File: src/rtl/alarm_pkg.sv
// Shared types and constants for the alarm controller slice.
package alarm_pkg;
  localparam int TW      = 7;
  localparam int MIN_MOD = 60;
  localparam int HRS_MOD = 24;

  typedef enum logic [1:0] {
    IDLE,
    ARMED,
    RINGING,
    SNOOZING
  } state_t;
endpackage

File: src/rtl/alarm_wrap_ctr.sv
// Modulo-N up counter with enable and synchronous reset; holds an alarm setpoint field.
module alarm_wrap_ctr #(
  parameter int N = 60,
  parameter int W = 7
) (
  input  logic         clk,
  input  logic         rst,
  input  logic         en,
  output logic [W-1:0] q
);

  always_ff @(posedge clk) begin
    if (rst) begin
      q <= '0;
    end else if (en) begin
      q <= (q == W'(N - 1)) ? '0 : q + W'(1);
    end
  end

endmodule

File: src/rtl/alarm_ctrl.sv
// Alarm controller: setpoint registers, arm/ring/snooze sequencing and timed buzz.
// Build option: define ALARM_SNOOZE_EN to enable the SNOOZING state; otherwise snooze dismisses the ring.
module alarm_ctrl
  import alarm_pkg::*;
#(
  parameter int RING_CYCLES = 60,
  parameter int SNOOZE_MIN  = 9
) (
  input  logic          Pulse,
  input  logic          Reset,
  input  logic [TW-1:0] tmin,
  input  logic [TW-1:0] thrs,
  input  logic          alarmset,
  input  logic          minadv,
  input  logic          hrsadv,
  input  logic          alarmon,
  input  logic          snooze,
  output logic [TW-1:0] amin,
  output logic [TW-1:0] ahrs,
  output logic          buzz,
  output logic          snoozing
);

  localparam int CW = $clog2(RING_CYCLES + 1);

  if (RING_CYCLES < 1 || SNOOZE_MIN < 1 || SNOOZE_MIN > 59) begin : g_param_check
    $error("alarm_ctrl: RING_CYCLES or SNOOZE_MIN out of range");
  end

  state_t          state, state_nxt;
  logic [CW-1:0]   ring_cnt, ring_cnt_nxt;
  logic            match, match_q, trigger;

  alarm_wrap_ctr #(.N(MIN_MOD), .W(TW)) u_amin (
    .clk (Pulse),
    .rst (Reset),
    .en  (alarmset & minadv),
    .q   (amin)
  );

  alarm_wrap_ctr #(.N(HRS_MOD), .W(TW)) u_ahrs (
    .clk (Pulse),
    .rst (Reset),
    .en  (alarmset & hrsadv),
    .q   (ahrs)
  );

  // Ring only on the cycle time first equals the setpoint, never on a held match.
  assign match   = (tmin == amin) && (thrs == ahrs);
  assign trigger = match & ~match_q;

`ifdef ALARM_SNOOZE_EN
  logic [TW-1:0] tgt_min, tgt_hrs;
  logic          capture;

  function automatic logic [2*TW-1:0] add_snooze(input logic [TW-1:0] m, input logic [TW-1:0] h);
    logic [TW-1:0] mm;
    logic [TW-1:0] hh;
    mm = m + TW'(SNOOZE_MIN);
    hh = h;
    if (mm >= TW'(MIN_MOD)) begin
      mm = mm - TW'(MIN_MOD);
      hh = (h == TW'(HRS_MOD - 1)) ? '0 : h + TW'(1);
    end
    return {hh, mm};
  endfunction

  always_ff @(posedge Pulse) begin
    if (Reset) begin
      tgt_min <= '0;
      tgt_hrs <= '0;
    end else if (capture) begin
      {tgt_hrs, tgt_min} <= add_snooze(tmin, thrs);
    end
  end
`endif

  always_ff @(posedge Pulse) begin
    if (Reset) begin
      state    <= IDLE;
      ring_cnt <= '0;
      match_q  <= 1'b0;
    end else begin
      state    <= state_nxt;
      ring_cnt <= ring_cnt_nxt;
      match_q  <= match;
    end
  end

  always_comb begin
    state_nxt    = state;
    ring_cnt_nxt = '0;
`ifdef ALARM_SNOOZE_EN
    capture      = 1'b0;
`endif
    case (state)
      IDLE: begin
        if (alarmon) state_nxt = ARMED;
      end
      ARMED: begin
        if (!alarmon)                  state_nxt = IDLE;
        else if (trigger && !alarmset) state_nxt = RINGING;
      end
      RINGING: begin
        if (!alarmon)      state_nxt = IDLE;
        else if (alarmset) state_nxt = ARMED;
        else if (snooze) begin
`ifdef ALARM_SNOOZE_EN
          state_nxt = SNOOZING;
          capture   = 1'b1;
`else
          state_nxt = ARMED;
`endif
        end
        else if (ring_cnt == CW'(RING_CYCLES - 1)) state_nxt = ARMED;
        else ring_cnt_nxt = ring_cnt + CW'(1);
      end
`ifdef ALARM_SNOOZE_EN
      SNOOZING: begin
        if (!alarmon)      state_nxt = IDLE;
        else if (alarmset) state_nxt = ARMED;
        else if (tmin == tgt_min && thrs == tgt_hrs) state_nxt = RINGING;
      end
`endif
      default: state_nxt = IDLE;
    endcase
  end

  assign buzz = (state == RINGING);
`ifdef ALARM_SNOOZE_EN
  assign snoozing = (state == SNOOZING);
`else
  assign snoozing = 1'b0;
`endif

endmodule

File: config.mk
export PLATFORM = sky130hd
export DESIGN_NAME = alarm_ctrl
export DESIGN_NICKNAME = d
export VERILOG_FILES = /design/src/rtl/alarm_pkg.sv /design/src/rtl/alarm_wrap_ctr.sv /design/src/rtl/alarm_ctrl.sv
export SDC_FILE = /design/constraint.sdc
export NUM_CORES = 1
export LEC_CHECK = 0
export ABC_AREA = 1
export CORE_MARGIN = 4
export CORE_UTILIZATION = 53
export CTS_CLUSTER_SIZE = 8
export DETAILED_ROUTE_END_ITERATION = 8
export PLACE_DENSITY_LB_ADDON = 0.25
export SYNTH_ARGS = -nofsm -noshare
export SYNTH_HDL_FRONTEND = slang
export SYNTH_HIERARCHICAL = 1
export SYNTH_SLANG_ARGS = --single-unit
File: constraint.sdc
create_clock -name Pulse -period 1.9 [get_ports Pulse]
set_input_delay 0.19 -clock Pulse [delete_from_list [all_inputs] [get_ports Pulse]]
set_output_delay 0.19 -clock Pulse [all_outputs]
set_load 0.01 [all_outputs]
* Yosys cells after proc, flatten, opt, wreduce, memory -nomap -nowiden
Index checks and enable logic that the tools add are counted.
** Storage, ports and cells
- Register bits after elaboration :: 23
- Word-level logic and storage cells :: 40
** Operators by class
- Bitwise operators :: 6
- Multiplexer cells :: 10
- Reductions and logical operators :: 6
- Add/subtract/negate cells :: 3
- Equal/unequal tests :: 10
** Operators by type and width (count)
- $add A7 B1 Y7 const B :: 2
- $eq A7 B7 Y1 :: 2
- $mux W2 :: 7
- $mux W7 :: 2
- $eq A7 B5 Y1 const B :: 1
- $eq A7 B6 Y1 const B :: 1
- $add A6 B1 Y6 const B :: 1
- $eq A6 B6 Y1 const B :: 1
- $pmux W2 S3 :: 1
- $reduce_or A6 Y1 :: 1
- $ne A5 B4 Y1 const B :: 1
- $and A1 B1 Y1 :: 3
- $ne A3 B3 Y1 const B :: 1
- $not A1 Y1 :: 3
- $reduce_and A3 Y1 :: 1
- $eq A2 B1 Y1 const B :: 1
- $eq A2 B2 Y1 const B :: 1
- $logic_and A1 B1 Y1 :: 2
- $logic_not A2 Y1 :: 1
- $ne A2 B2 Y1 const B :: 1
- $logic_not A1 Y1 :: 1

* Depth between registers and ports, before layout
- Word-level depth :: 7
- Mapped depth :: 11

* By module
The synthesis kept the hierarchy.
** By module, submodules not included
- alarm_ctrl :: times used 1, cells an instance 130, area an instance 719.4 um^2
- alarm_wrap_ctr (u_ahrs) :: times used 1, cells an instance 53, area an instance 391.6 um^2
- alarm_wrap_ctr (u_amin) :: times used 1, cells an instance 49, area an instance 386.6 um^2

* Worst setup path before layout
OpenSTA, ideal clock, no wires.
- Path type :: reg-to-reg
- Start :: reg u_amin.q[4]
- End :: reg state[0]
- Stages on the path, launching flop included :: 12
- Path buffers :: 0
- Required time :: 1.791 ns
- Slack :: 0.666 ns
- Data arrival time :: 1.125 ns
- Cells stage by stage :: dfxtp_1 -> inv_1 -> nand2_1 -> nand2_1 -> nor2_1 -> nand2_1 -> nor2_1 -> nand3_1 -> nand2_1 -> o21ai_1 -> nand2_1 -> inv_1
** Between the ends
- Cells in the longest elaborated chain, start to end :: 6
** Ends and longest elaborated chain
- start, declared :: line alarm_wrap_ctr.sv:9 : output logic [W-1:0] q
- start signal, assigned :: line alarm_wrap_ctr.sv:16 : q <= (q == W'(N - 1)) ? '0 : q + W'(1);
- $eq A7 B7 Y1 :: line alarm_ctrl.sv:49 : assign match = (tmin == amin) && (thrs == ahrs);
- $logic_and A1 B1 Y1 :: line alarm_ctrl.sv:49
- $and A1 B1 Y1 :: line alarm_ctrl.sv:50 : assign trigger = match & ~match_q;
- $logic_and A1 B1 Y1 :: line alarm_ctrl.sv:102 : else if (trigger && !alarmset) state_nxt = RINGING;
- $ne A3 B3 Y1 (no line)
- $reduce_and A3 Y1 (no line)
- end signal, assigned :: line alarm_ctrl.sv:84 : state <= state_nxt;
- end, declared :: line alarm_ctrl.sv:30 : state_t state, state_nxt;
Every way passes these cells.
A chain may end at the register's enable or synchronous reset.

* Worst setup path after layout
- Start :: reg state[0]
- End :: out buzz
** Between the ends
- Cells in the longest elaborated chain, start to end :: 1
** Ends and longest elaborated chain
- $eq A2 B2 Y1 :: line alarm_ctrl.sv:129 : assign buzz = (state == RINGING);
- end, declared :: line alarm_ctrl.sv:20 : output logic buzz,
Every way passes these cells.

==> impl_metrics.toml <==
[run_status]
status = "complete, no violations"

[grt]
grt_max_degree = 14
track_usage_pct = 17.23
overflow = 0
grt_pass1_wl_um = 4988
grt_pass1_vias = 1203
antenna_found_initial = 0

[cts]
post_cts_resized = 0
cts_tree = "yes"
cts_hold_buffers = 0
post_cts_buffers = 0
root_buffer = "clkbuf_4"
clkLatencyLatePin_ps = 310
h-tree-depth = 1
clock_path_buffers = 2
clkTransAtPathRegs_ps = 120
clkSinkCount = 23
cts_buffers = 3

[timing]
setup_viol = 0
period_minus_slack_ps = 1645
rsz0062_at_grt = "no"
clock_skew_ps = 1.796
slew_viol_final = 0
timing.final.crit_share_pct = 86.60
final_hold_viol_count = 0
finalSetupTns_ps = 0
max_freq_ghz = 0.6078

[floorplan]
coreArea_um2 = 2734
num_rows = 19
ios = 37
start_util_pct = 54.78
dieWidth_um = 61.16
dieArea_um2 = 3741
die_h_um = 61.16

[power_and_ir_drop]
leakagePower_nw = 0.8373
ir_drop_v = 0.0004583
total_power_w = 0.0008832
p_per_area_nw_per_um2 = 468.7

[setup_path]
rrSetupSlack_ps = 500
worstPathCellList = "inv_1 > nand2_1 > inv_1 > clkdlybuf4s50_1"
crit_path_start_kind = "flop"
critPathKind = "reg -> out"
slowest_stage = "clkdlybuf4s50_1"
r2r-start = "u_ahrs/q[3]$_SDFFE_PP0P_"
timing.rr.end = "state[0]$_SDFFE_PP0P_"
max_stage_delay_ps = 520
crit_top_cell = "inv_1"
required_ps = 1710
cp_max_fo = 5
cp-end-kind = "output pin"
cp_data_arrival_time_ps = 1460
reg2reg_depth = 11

[layout]
multiInputGateArea_um2 = 834.6
layout_common_cells = "nand2_1 (74), inv_1 (44), clkdlybuf4s50_1 (35)"
register_area_um2 = 460.4
diodes = 0
drive_above_1_share_pct = 8.209
area_delta_synth_final_pct = 25.81
final_common_cell = "nand2_1"
fillerInstances = 251
nets = 293

[run]
drv_cap = 0

[placement]
dp_hpwl_um = 2371
io_buffers = 35
gp_congestion = 0.7249

[routing]
ant_nets = 0
vias = 1397
drc = 0
drt_iter0_drc = 39
firstDrtPassIters = 6
wl_per_cell_um = 9.936
wirelength_um = 2971
routed_via_density = 4.672

[worst_hold_path]
whs_path_depth = 1
hold_path.startpoint = "ring_cnt[0]$_SDFF_PP0_"
hold_path_class = "reg -> reg"
min_to = "ring_cnt[0]$_SDFF_PP0_"

[yosys]
syn_avg_cell_area_um2 = 6.456
syn_area_um2 = 1498
synth.distinct_cells = 30
ys_seq_area_share_pct = 30.74
synth_nets = 256
ys_seq_elements = 23
synth_cells = 232
synth_warnings = 6
-- sequential cells by signal (all words and copies together), names as in the netlist --
name / cells
match_q: 1
ring_cnt: 6
state: 2
u_ahrs/q: 7
u_amin/q: 7
-- worst max path at each step --
stage / cells after the start / endpoint / startpoint
2_1_floorplan: 11 / state[0]$_SDFFE_PP0P_ / u_amin/q[4]$_SDFFE_PP0P_
3_3_place_gp: 6 / u_amin/q[5]$_SDFFE_PP0P_ / alarmset
3_5_place_dp: 6 / u_amin/q[5]$_SDFFE_PP0P_ / alarmset
4_1_cts: 4 / buzz / state[0]$_SDFFE_PP0P_
5_1_grt: 4 / buzz / state[0]$_SDFFE_PP0P_
6_report: 4 / buzz / state[0]$_SDFFE_PP0P_
-- logic make-up (layout without fill, tap and decap cells) --
family | after synthesis | in the layout | synth area share [%]
AND/OR/NAND/NOR | 135 | 135 | 41.69
AO/OA/AOI/OAI | 10 | 10 | 4.762
XOR/XNOR | 10 | 10 | 5.848
flip-flops | 23 | 23 | 30.74
other | 1 | 1 | 0.2504
buffers and inverters | 49 | 85 | 13.53
adder cells (fa/ha/maj) | 3 | 3 | 2.507
multiplexers | 1 | 1 | 0.6684
-- final cells by class --
class                           instances  share of cell area (%)
Inverter                               46                   9.163
Timing Repair Buffer                   35                   18.59
Clock inverter                          1                  0.2656
Multi-Input combinational cell        160                   44.29
Sequential cell                        23                   24.44
Clock buffer                            3                   1.195
Tap cell                               31                   2.058
-- synthesized netlist by cell type, drive strengths merged --
library cell,n,area [µm²]
a21oi,4,23.77
buf,3,30.03
conb,1,3.750
dfxtp,23,460.4
ha,3,37.54
inv,46,172.7
mux2i,1,10.01
nand2,78,307.8
nand3,11,55.05
nand3b,2,15.01
nand4,2,12.51
nor2,38,188.9
nor3,1,5.000
nor3b,1,12.51
nor4,2,27.53
o21ai,5,28.78
o21bai,1,18.77
xnor2,7,61.31
xor2,3,26.28
-- worst max-delay path: cells and delay by family, from the launching register on --
kind	cells	cell delay, ps
simple gates	1	120
buf+inv	3	710
flops	1	320
-- metrics by stage --
| step | area, µm² | setup WS (ps) | instances | hold WS (ps) | util, % |
|---|---|---|---|---|---|
| final | 1884 | 254.7 | 299 | 458.8 | 68.92 |
| after global routing | 1884 | 151.4 | 299 | 485.5 | 68.92 |
| after CTS | 1884 | 227.5 | 299 | 461.8 | 68.92 |
| after detailed placement | 1857 | 206.8 | 295 | 441.6 | 67.92 |
| after global placement | 1857 | 249.1 | 295 | 432.2 | 67.92 |
| after floorplan | 1498 | 666.2 | 232 | 252.4 | - |
-- per-layer routing --
layer / share of wire, % / wire length, µm / global-route usage, % / vias up
met5: 0 / 0 / 0 / -
met4: 0 / 0 / 6.192 / 0
met3: 5.1 / 151 / 2.096 / 0
met2: 48 / 1417 / 27.19 / 24
met1: 47 / 1402 / 24.16 / 611
li1: - / - / - / 762
-- report_power, final --
part	internal, W	switching [W]
combinational	0.0000820	0.0000723
clock	0.0000786	0.000145
sequential	0.000492	0.0000129
Power figures use the tool's default switching activity.
